<file path="config.mk">
export PLATFORM = sky130hd
export DESIGN_NAME = mul_add_seq_flat
export DESIGN_NICKNAME = d
export VERILOG_FILES = /design/src/rtl/arith_pkg.sv /design/src/rtl/mul_add_seq_if.sv /design/src/rtl/mul_add_seq.sv /design/src/flat_wrapper.sv
export SDC_FILE = /design/constraint.sdc
export NUM_CORES = 1
export LEC_CHECK = 0
export CORE_MARGIN = 4
export CORE_UTILIZATION = 45
export CTS_CLUSTER_DIAMETER = 150
export CTS_CLUSTER_SIZE = 40
export DETAILED_ROUTE_END_ITERATION = 8
export HOLD_SLACK_MARGIN = 0.05
export MAX_ROUTING_LAYER = met4
export PLACE_DENSITY = 0.68
export SYNTH_ARGS = -nofsm -noshare
export SYNTH_HDL_FRONTEND = slang
export SYNTH_SLANG_ARGS = --single-unit
</file>
<file path="constraint.sdc">
create_clock -name clk -period 2.3 [get_ports clk]
set_clock_uncertainty 0.2 [all_clocks]
set_input_delay 0.46 -clock clk [delete_from_list [all_inputs] [get_ports clk]]
set_output_delay 0.46 -clock clk [all_outputs]
set_load 0.005 [all_outputs]
</file>
<file path="src/rtl/arith_pkg.sv">
// Shared constants for the sequential arithmetic family (multiplier now, divider later).
package arith_pkg;

    localparam int ARITH_W = 4;

    localparam logic [1:0] ST_IDLE = 2'd0;
    localparam logic [1:0] ST_RUN  = 2'd1;
    localparam logic [1:0] ST_FIN  = 2'd2;

    typedef enum logic [1:0] {
        IDLE = ST_IDLE,
        RUN  = ST_RUN,
        FIN  = ST_FIN
    } state_t;

endpackage

</file>
<file path="src/rtl/mul_add_seq_if.sv">
// Start/done handshake and operand/result bus of the sequential multiply-add unit.
interface mul_add_seq_if #(
    parameter int W = 4
);
    logic           start;
    logic [W-1:0]   a;
    logic [W-1:0]   b;
    logic [W-1:0]   c;
    logic           busy;
    logic           done;
    logic [2*W-1:0] p;

    modport master (
        output start, a, b, c,
        input  busy, done, p
    );

    modport slave (
        input  start, a, b, c,
        output busy, done, p
    );
endinterface

</file>
<file path="src/rtl/mul_add_seq.sv">
// Shift-add multiplier with addend: p = a*b + c, result after W+1 cycles.
module mul_add_seq
    import arith_pkg::*;
#(
    parameter int W = ARITH_W
) (
    input  logic         clk,
    input  logic         rst,
    mul_add_seq_if.slave bus
);

    localparam int CW = $clog2(W) + 1;

    state_t           state_r;
    logic [2*W-1:0]   acc_r;
    logic [2*W-1:0]   mcand_r;
    logic [W-1:0]     mplier_r;
    logic [CW-1:0]    count_r;
    logic [2*W-1:0]   p_r;
    logic             busy_r;
    logic             done_r;
    logic [2*W-1:0]   acc_next_s;

    // Accumulator value after the current iteration, also the final result on the last one.
    always_comb begin
        acc_next_s = acc_r;
        if (mplier_r[0]) begin
            acc_next_s = acc_r + mcand_r;
        end else begin
            acc_next_s = acc_r;
        end
    end

    // Control FSM and datapath registers.
    always_ff @(posedge clk) begin
        if (rst) begin
            state_r  <= IDLE;
            acc_r    <= {(2*W){1'b0}};
            mcand_r  <= {(2*W){1'b0}};
            mplier_r <= {W{1'b0}};
            count_r  <= {CW{1'b0}};
            p_r      <= {(2*W){1'b0}};
            busy_r   <= 1'b0;
            done_r   <= 1'b0;
        end else begin
            case (state_r)
                IDLE: begin
                    done_r <= 1'b0;
                    if (bus.start) begin
                        acc_r    <= {{W{1'b0}}, bus.c};
                        mcand_r  <= {{W{1'b0}}, bus.a};
                        mplier_r <= bus.b;
                        count_r  <= {CW{1'b0}};
                        busy_r   <= 1'b1;
                        state_r  <= RUN;
                    end else begin
                        busy_r   <= 1'b0;
                        state_r  <= IDLE;
                    end
                end
                RUN: begin
                    acc_r    <= acc_next_s;
                    mcand_r  <= mcand_r << 1;
                    mplier_r <= mplier_r >> 1;
                    count_r  <= count_r + {{(CW-1){1'b0}}, 1'b1};
                    // Last iteration: publish the result, it holds until the next completion.
                    if (count_r == CW'(W - 1)) begin
                        p_r     <= acc_next_s;
                        done_r  <= 1'b1;
                        state_r <= FIN;
                    end else begin
                        done_r  <= 1'b0;
                        state_r <= RUN;
                    end
                end
                FIN: begin
                    done_r  <= 1'b0;
                    busy_r  <= 1'b0;
                    state_r <= IDLE;
                end
                default: begin
                    done_r  <= 1'b0;
                    busy_r  <= 1'b0;
                    state_r <= IDLE;
                end
            endcase
        end
    end

    assign bus.busy = busy_r;
    assign bus.done = done_r;
    assign bus.p    = p_r;

endmodule

</file>
<file path="src/flat_wrapper.sv">
// flat-port wrapper written by rule: the top's interface ports become plain ports
module mul_add_seq_flat import arith_pkg::*;
#(
    parameter int W = ARITH_W
)
  (clk, rst, bus_start, bus_a, bus_b, bus_c, bus_busy, bus_done, bus_p);
  mul_add_seq_if #(.W(W)) bus_i ();
  input  logic clk;
  input  logic rst;
  input wire logic [$bits(bus_i.start)-1:0] bus_start;
  input wire logic [$bits(bus_i.a)-1:0] bus_a;
  input wire logic [$bits(bus_i.b)-1:0] bus_b;
  input wire logic [$bits(bus_i.c)-1:0] bus_c;
  output wire logic [$bits(bus_i.busy)-1:0] bus_busy;
  output wire logic [$bits(bus_i.done)-1:0] bus_done;
  output wire logic [$bits(bus_i.p)-1:0] bus_p;
  assign bus_i.start = bus_start;
  assign bus_i.a = bus_a;
  assign bus_i.b = bus_b;
  assign bus_i.c = bus_c;
  assign bus_busy = bus_i.busy;
  assign bus_done = bus_i.done;
  assign bus_p = bus_i.p;
  mul_add_seq #(.W(W)) u_core (.clk(clk), .rst(rst), .bus(bus_i));
endmodule
</file>
======== Word level (Yosys, flattened, before mapping) ========
Index checks and enable logic that the tools add are counted.
storage, ports and cells
  register bits ........................... 35
  output and inout bits ................... 10
  logic and storage cells ................. 34
operators by class
  add/subtract/negate cells ............... 2
  eq/ne operators ......................... 3
  muxes and demuxes ....................... 15
  bitwise logic cells ..................... 1
  reduce and logical (&&, ||, !) cells .... 5
operators by type and width
  kind                                           count
  one-hot mux 8 bit (2 select lines)             2
  2-to-1 mux 8 bit                               3
  adder 8 bit                                    1
  one-hot mux 4 bit (2 select lines)             1
  one-hot mux 3 bit (2 select lines)             1
  2-to-1 mux 4 bit                               1
  one-hot mux 2 bit (2 select lines)             1
  AND reduction 2 bit                            2
  adder 3 x 1 -> 3 bit, second input constant    1
  == test 3 x 2 -> 1 bit, second input constant  1
  2-to-1 mux 1 bit                               3
  2-to-1 mux 3 bit                               1
  == test 2 x 1 -> 1 bit, second input constant  1
  zero test 2 bit                                1
  2-to-1 mux 2 bit                               1
  inequality test 2 bit, second input constant   1
  one-hot mux 1 bit (2 select lines)             1
  nonzero test 2 bit                             1
  OR reduction 2 bit                             1
  inverter 1 bit                                 1

======== Logic depth before layout (Yosys ltp) ========
Gate-level depths: netlist (run 1).
  depth after elaboration ................. 3
  depth in mapped cells ................... 8
  gate-level depth less buffers ........... 8

======== Least setup slack after synthesis (run 1) ========
No wires, ideal clock.
  kind .................................... register -> register
  start ................................... reg u_core.mcand_r[0]
  end ..................................... reg u_core.p_r[6], in the netlist u_core.bus.p[6]
  arrival ................................. 1.641 ns
  data required time ...................... 1.980 ns
  path slack .............................. 0.339 ns
  stages on the path, launching flop included .. 9
  buffers on the path ..................... 0
  clock period less this slack ............ 1.961 ns
  cell sequence ........................... dfxtp_1 > ha_1 > inv_1 > fa_1 > nor2b_1 > o2111ai_1 > nand4b_1 > xor2_1 > o31a_1
on the way
  longest elaborated chain between the ends .. 2
RTL lines
  element                 line               RTL
  start, declared         mul_add_seq.sv:16  logic [2*W-1:0] mcand_r;
  start signal, assigned  mul_add_seq.sv:39  mcand_r <= {(2*W){1'b0}};
  start signal, assigned  mul_add_seq.sv:51  mcand_r <= {{W{1'b0}}, bus.a};
  start signal, assigned  mul_add_seq.sv:63  mcand_r <= mcand_r << 1;
  adder 8 bit             mul_add_seq.sv:28  acc_next_s = acc_r + mcand_r;
  2-to-1 mux 8 bit        mul_add_seq.sv:27  if (mplier_r[0]) begin
  end signal, assigned    mul_add_seq.sv:42  p_r <= {(2*W){1'b0}};
  end signal, assigned    mul_add_seq.sv:68  p_r <= acc_next_s;
  end, declared           mul_add_seq.sv:19  logic [2*W-1:0] p_r;
Every way passes these cells.
A chain may end at the register's enable or synchronous reset.

======== Worst setup path in the final report (run 1) ========
Ends and elaborated chain as after synthesis.

==> impl_metrics.yaml, run 1 <==
status:
  status: "finished, final reports clean"
worst_setup_path:
  cp.required_ns: 2.26
  worst_setup_path_start_kind: "flip-flop"
  path_class: "reg -> reg"
  endpoint_kind: "flip-flop"
  crit_fanout: 3
  cp.arrival_ns: 2.16
route:
  drt-initial-drc-count: 86
  drt_wl_total_um: 3720
  vias_per_cell: 5.57
  firstDrtPassIters: 4
  wl_per_cell_um: 13.8
  vias: 1503
  drtAntennaViolNets: 0
  drc: 0
global_routing:
  grt_pass1_wl_um: 6560
  grt_max_degree: 24
  grt-ovfl-total: 0
  grtUsageTotal_pct: 16.7
  antenna_found_initial: 0
  grt_pass1_vias: 1483
cts:
  clkTransAtPathRegs_ns: 0.07
  cts_sinks: 35
  cts_buffers: 5
  ctsHtreeMaxLevel: 2
  insertion_delay_ns: 0.28
  cts_tree: "built"
  clockRootBuffer: "clkbuf_8"
  clock_path_buffers: 2
sta:
  maxSlewHeadroom_pct: 55.0
  hold_viol_final: 0
  finalCritPeriodShare_pct: 95.8
  max_freq_mhz: 454
  worst_slew_pin_slew_ns: 0.672
  finalSetupTns_ns: 0
  finalCriticalPeriod_ns: 2.20
  finalSetupViolCount: 0
  rsz0062_at_grt: "no"
  maxSlewViolCount: 0
yosys:
  synth_enable_flop_cells: 0
  syn_area_um2: 1740
  synthArstFlopShare_pct: 0
  synthFlopType: "dfxtp_1"
  seq_area_frac_synth_pct: 40.3
  synth-seq-cells: 35
  yosys_warnings: 0
  ys_types: 41
  avgSynthCellArea_um2: 8.75
  synth_fp_nets: 224
  netlist_instances: 199
min_path:
  hold_class: "reg -> reg"
placed_design:
  portBuffers: 24
  hpwl_um: 2780
  gp_congestion: 0.842
power:
  p_comb_share_pct: 14.5
  leakagePower_nw: 0.817
  peakVddDrop_mv: 0.356
  finalPower_mw: 1.22
  internal_power_mw: 0.912
  p_sw_mw: 0.305
  clockPowerShare_pct: 31.9
  pwr_density_cell_nw_per_um2: 580
  seqPwrFrac_pct: 53.5
  p_sw_share_pct: 25.0
finish:
  layout-area-overhead-vs-synth_pct: 20.6
  final_net_count: 248
  diodes: 0
  drive_gt1_share_pct: 6.76
floorplan:
  row_count: 22
  core_area_um2: 3690
  dieArea_um2: 4930
  ios: 25
  die_h_um: 70.2
  die_w_um: 70.2
  initial_utilization_pct: 47.2
job:
  drv_cap: 0
worst paths after layout:
check	startpoint	to	slack, ns	cells after the start
setup / recovery	u_core.mcand_r[0]	u_core.bus.p[6]	0.1	8
hold / removal	u_core.bus.p[1]	u_core.bus.p[1]	0.27	2
setup reg to reg	u_core.mcand_r[0]	u_core.bus.p[6]	0.1	8
hold reg to reg	u_core.bus.p[1]	u_core.bus.p[1]	0.27	2
state kept, by name (all words and copies together) (netlist names):
| signal | count |
|---|---|
| u_core.count_r | 3 |
| u_core.bus.busy | 1 |
| u_core.acc_r | 8 |
| u_core.bus.p | 8 |
| u_core.mplier_r | 4 |
| u_core.mcand_r | 8 |
| u_core.bus.done | 1 |
| u_core.state_r | 2 |
power groups by stage:
stage / clock network (mW) / logic (mW) / registers, mW
floorplan: 0 / 0.123 / 0.655
detailed placement: 0 / 0.176 / 0.664
finish: 0.389 / 0.177 / 0.651
CTS: 0.402 / 0.177 / 0.651
global route: 0.421 / 0.198 / 0.655
global placement: 0 / 0.173 / 0.664
cells in the final DEF (no fill, tap or decap), types with 5 or more instances in the layout:
cell / count
nor2b_1: 7
clkdlybuf4s50_1: 24
clkbuf_8: 5
nor3_1: 8
ha_1: 8
a211oi_1: 10
nor2_1: 37
nand2_1: 8
a22oi_1: 8
inv_1: 6
buf_4: 5
dfxtp_1: 35
a21oi_1: 12
mux2i_1: 8
synthesized netlist by cell type, drive strengths merged (2+ instances only):
library cell  count  area share, %
clkbuf            4           0.86
a32oi             3            1.5
nand2             9            2.1
a211oi           11            5.0
nand3             2           0.58
nor2b             7            2.5
ha                9            6.5
o31ai             3            2.1
mux2i             8            4.6
o21ai             2           0.57
o211ai            2           0.86
a22oi             8            3.5
nor4              2           0.72
dfxtp            35             40
nand2b            3            1.1
nor3              8            2.3
xor2              3            1.5
a22o              2            1.0
inv               7            1.5
a21oi            12            3.5
buf               8            2.3
nor2             37            8.0
final cells by class:
| type | count | area (um^2) |
|---|---|---|
| clock buffers | 6 | 72.6 |
| fillers | 339 | 1590 |
| inverters | 7 | 26.3 |
| multi-input cells | 145 | 961 |
| flip-flops and latches | 35 | 701 |
| well taps | 48 | 60.1 |
| repair buffers | 29 | 278 |
logic make-up (layout without fill, tap and decap cells):
kind of cell | count (synthesis) | after routing | share of synthesized area [%]
adder cells (fa/ha/maj) | 10 | 10 | 7.62
AO/OA/AOI/OAI | 51 | 51 | 21.9
XOR/XNOR | 4 | 4 | 2.01
flip-flops | 35 | 35 | 40.3
buffers and inverters | 19 | 42 | 4.67
multiplexers | 8 | 8 | 4.60
AND/OR/NAND/NOR | 72 | 72 | 18.9
worst max-delay path, cell delays in order, from the launching register on:
cell and delay [ns]:
dfxtp_1 0.40, ha_2 0.22, inv_1 0.05, fa_1 0.40
nor2b_1 0.18, o2111ai_1 0.13, nand4b_1 0.13, xor2_1 0.10
o31a_1 0.28
layer usage:
metal	track usage, %	wire (um)
met5	-	0
met3	4.32	266
met1	21.1	1750
met2	25.9	1670
met4	5.53	39
per-stage QoR:
stage	cells	instance area [um^2]	utilization (%)	setup slack, ns	hold slack (ns)
2_1_floorplan	199	1740	-	0.339	0.248
3_5_place_dp	264	2020	54.9	0.0608	0.267
3_3_place_gp	264	2020	54.9	0.0795	0.240
5_1_grt	270	2100	56.9	0.0181	0.311
4_1_cts	270	2100	56.8	0.111	0.275
6_report	270	2100	56.9	0.0970	0.271
repair_timing:
action,in CTS,in global routing
setup endpoints to repair,0,1
buffers inserted,0,0
resized for setup,0,1
hold buffers,0,0
(Power assumes the default switching activity.)
==> inputs of run 2 (changes only) <==
--- a/config.mk
+++ b/config.mk
@@ -12,7 +12,8 @@
 export DETAILED_ROUTE_END_ITERATION = 8
 export HOLD_SLACK_MARGIN = 0.05
 export MAX_ROUTING_LAYER = met4
-export PLACE_DENSITY = 0.68
+export PLACE_DENSITY = 0.72
+export SLEW_MARGIN = 20
 export SYNTH_ARGS = -nofsm -noshare
 export SYNTH_HDL_FRONTEND = slang
 export SYNTH_SLANG_ARGS = --single-unit
==> run 2 against run 1 <==
- sequential cell count stayed put
- die area stayed put
- core utilization is 2.1 points higher
- count of clock-buffer cells in the layout is 1 higher
- clock power is 6.9% higher
- cell count is 3.3% higher
- wire length is 1.4% higher
- first-iteration DRC count is 19% lower
- largest power group unchanged
==> impl_metrics.yaml, run 2 (synthesized netlist as in run 1, its figures left out) <==
sta:
  hold_viol_final: 0
  maxSlewHeadroom_pct: 68.5
  worst_slew_pin_slew_ns: 0.471
  rsz0062_at_grt: "no"
  maxSlewViolCount: 0
  hold_slack_ns: 0.254
  finalCriticalPeriod_ns: 2.12
  finalSetupTns_ns: 0
  max_freq_mhz: 472
  finalSetupViolCount: 0
  finalCritPeriodShare_pct: 92.2
floorplan:
  core_area_um2: 3690
  die_h_um: 70.2
  row_count: 22
  initial_utilization_pct: 47.2
  dieArea_um2: 4930
  ios: 25
  die_w_um: 70.2
global_routing:
  antenna_found_initial: 0
  grt_pass1_vias: 1386
  grtUsageTotal_pct: 16.8
  grt-ovfl-total: 0
  grt_pass1_wl_um: 6500
  grt_max_degree: 16
finish:
  final_common_cell: "nor2_1"
  diodes: 0
  num-fill-cells: 345
  final_net_count: 255
  layout_common_cells: "nor2_1, dfxtp_1, clkdlybuf4s50_1"
  layout-area-overhead-vs-synth_pct: 24.9
  fin_util_pct: 59.0
  instances_no_fill: 279
  drive_gt1_share_pct: 9.96
cts:
  post_cts_buffers: 0
  cts_tree: "built"
  clock_path_buffers: 2
  cts_buffers: 5
  clockRootBuffer: "clkbuf_8"
  clkTransAtPathRegs_ns: 0.07
  insertion_delay_ns: 0.29
  ctsHtreeMaxLevel: 2
  cts_sinks: 35
worst_setup_path:
  endpoint_kind: "flip-flop"
  path_class: "reg -> reg"
  critPathLaunch: "u_core.mcand_r[0]"
  crit_fanout: 3
  reg2reg_depth: 8
  cp.required_ns: 2.28
  r2r_setup_slack_ns: 0.18
  worstReg2RegEnd: "u_core.bus.p[6]"
  cp.arrival_ns: 2.10
  worst_setup_path_start_kind: "flip-flop"
  r2r_start: "u_core.mcand_r[0]"
min_path:
  whs_endpoint: "u_core.bus.p[1]"
  hold_depth: 2
  min_from: "u_core.bus.p[1]"
  hold_class: "reg -> reg"
power:
  pwr_density_cell_nw_per_um2: 578
  finalPower_mw: 1.26
  peakVddDrop_mv: 0.456
  leakagePower_nw: 0.867
route:
  drt-initial-drc-count: 70
  drtAntennaViolNets: 0
  vias: 1501
  wl_per_cell_um: 13.5
  drc: 0
  firstDrtPassIters: 4
  drt_wl_total_um: 3780
  vias_per_cell: 5.38
placed_design:
  portBuffers: 24
  gp_congestion: 0.902
  dp_cells: 271
  hpwl_um: 2880
status:
  status: "finished, final reports clean"
job:
  drv_cap: 0
run 2: changes by cell type in the layout (fill, tap and decap cells not counted), sizes merged:
cell    before  now
buf          5   12
clkbuf       6    7
clkinv       0    1
run 2: final cells by class:
class / instances / area, um^2 / area share (%)
multi-input combinational: 145 / 963 / 44.3
timing repair buffer: 36 / 343 / 15.8
sequential: 35 / 701 / 32.2
clock inverter: 1 / 5.00 / 0.230
inverter: 7 / 26.3 / 1.21
clock buffer: 7 / 76.3 / 3.51
tap: 48 / 60.1 / 2.76
run 2: metal layers:
| layer | part of all wire [%] | up-vias | global-route usage, % |
|---|---|---|---|
| li1 | - | 772 | - |
| met1 | 50 | 688 | 22.1 |
| met2 | 44 | 35 | 25.8 |
| met3 | 4.7 | 6 | 3.88 |
| met4 | 1.1 | 0 | 4.89 |
| met5 | 0 | - | - |
run 2: how the worst max path moves through the flow:
stage	end	slack (ns)	depth (start not counted)
after global routing	u_core.bus.p[4]	0.04	7
after detailed placement	u_core.acc_r[3]	0.16	6
after floorplan	u_core.bus.p[6]	0.34	8
final	u_core.bus.p[6]	0.18	8
after CTS	u_core.bus.p[6]	0.18	8
after global placement	u_core.acc_r[3]	0.24	6
run 2: report_power, final:
part | switching (mW) | internal (mW)
registers | 0.0163 | 0.628
clock network | 0.204 | 0.212
logic | 0.105 | 0.0912
run 2: timing repair:
item	4_1_cts	5_1_grt
hold buffers	0	0
gates resized for setup	0	1
hold endpoints to repair	0	0
endpoints found under the setup margin	0	1
run 2: metrics by stage:
step / instance area [um^2] / worst slack (ns)
global route: 2170 / 0.0441
floorplan: 1740 / 0.339
global placement: 2090 / 0.238
detailed placement: 2090 / 0.162
CTS: 2170 / 0.184
finish: 2170 / 0.180
run 2: worst max-delay path, stage by stage, from the launching register on:
cell	delay, ns
dfxtp_1	0.37
ha_1	0.21
inv_1	0.06
fa_1	0.39
nor2b_1	0.17
o2111ai_1	0.13
nand4b_1	0.13
xor2_1	0.09
o31a_1	0.28
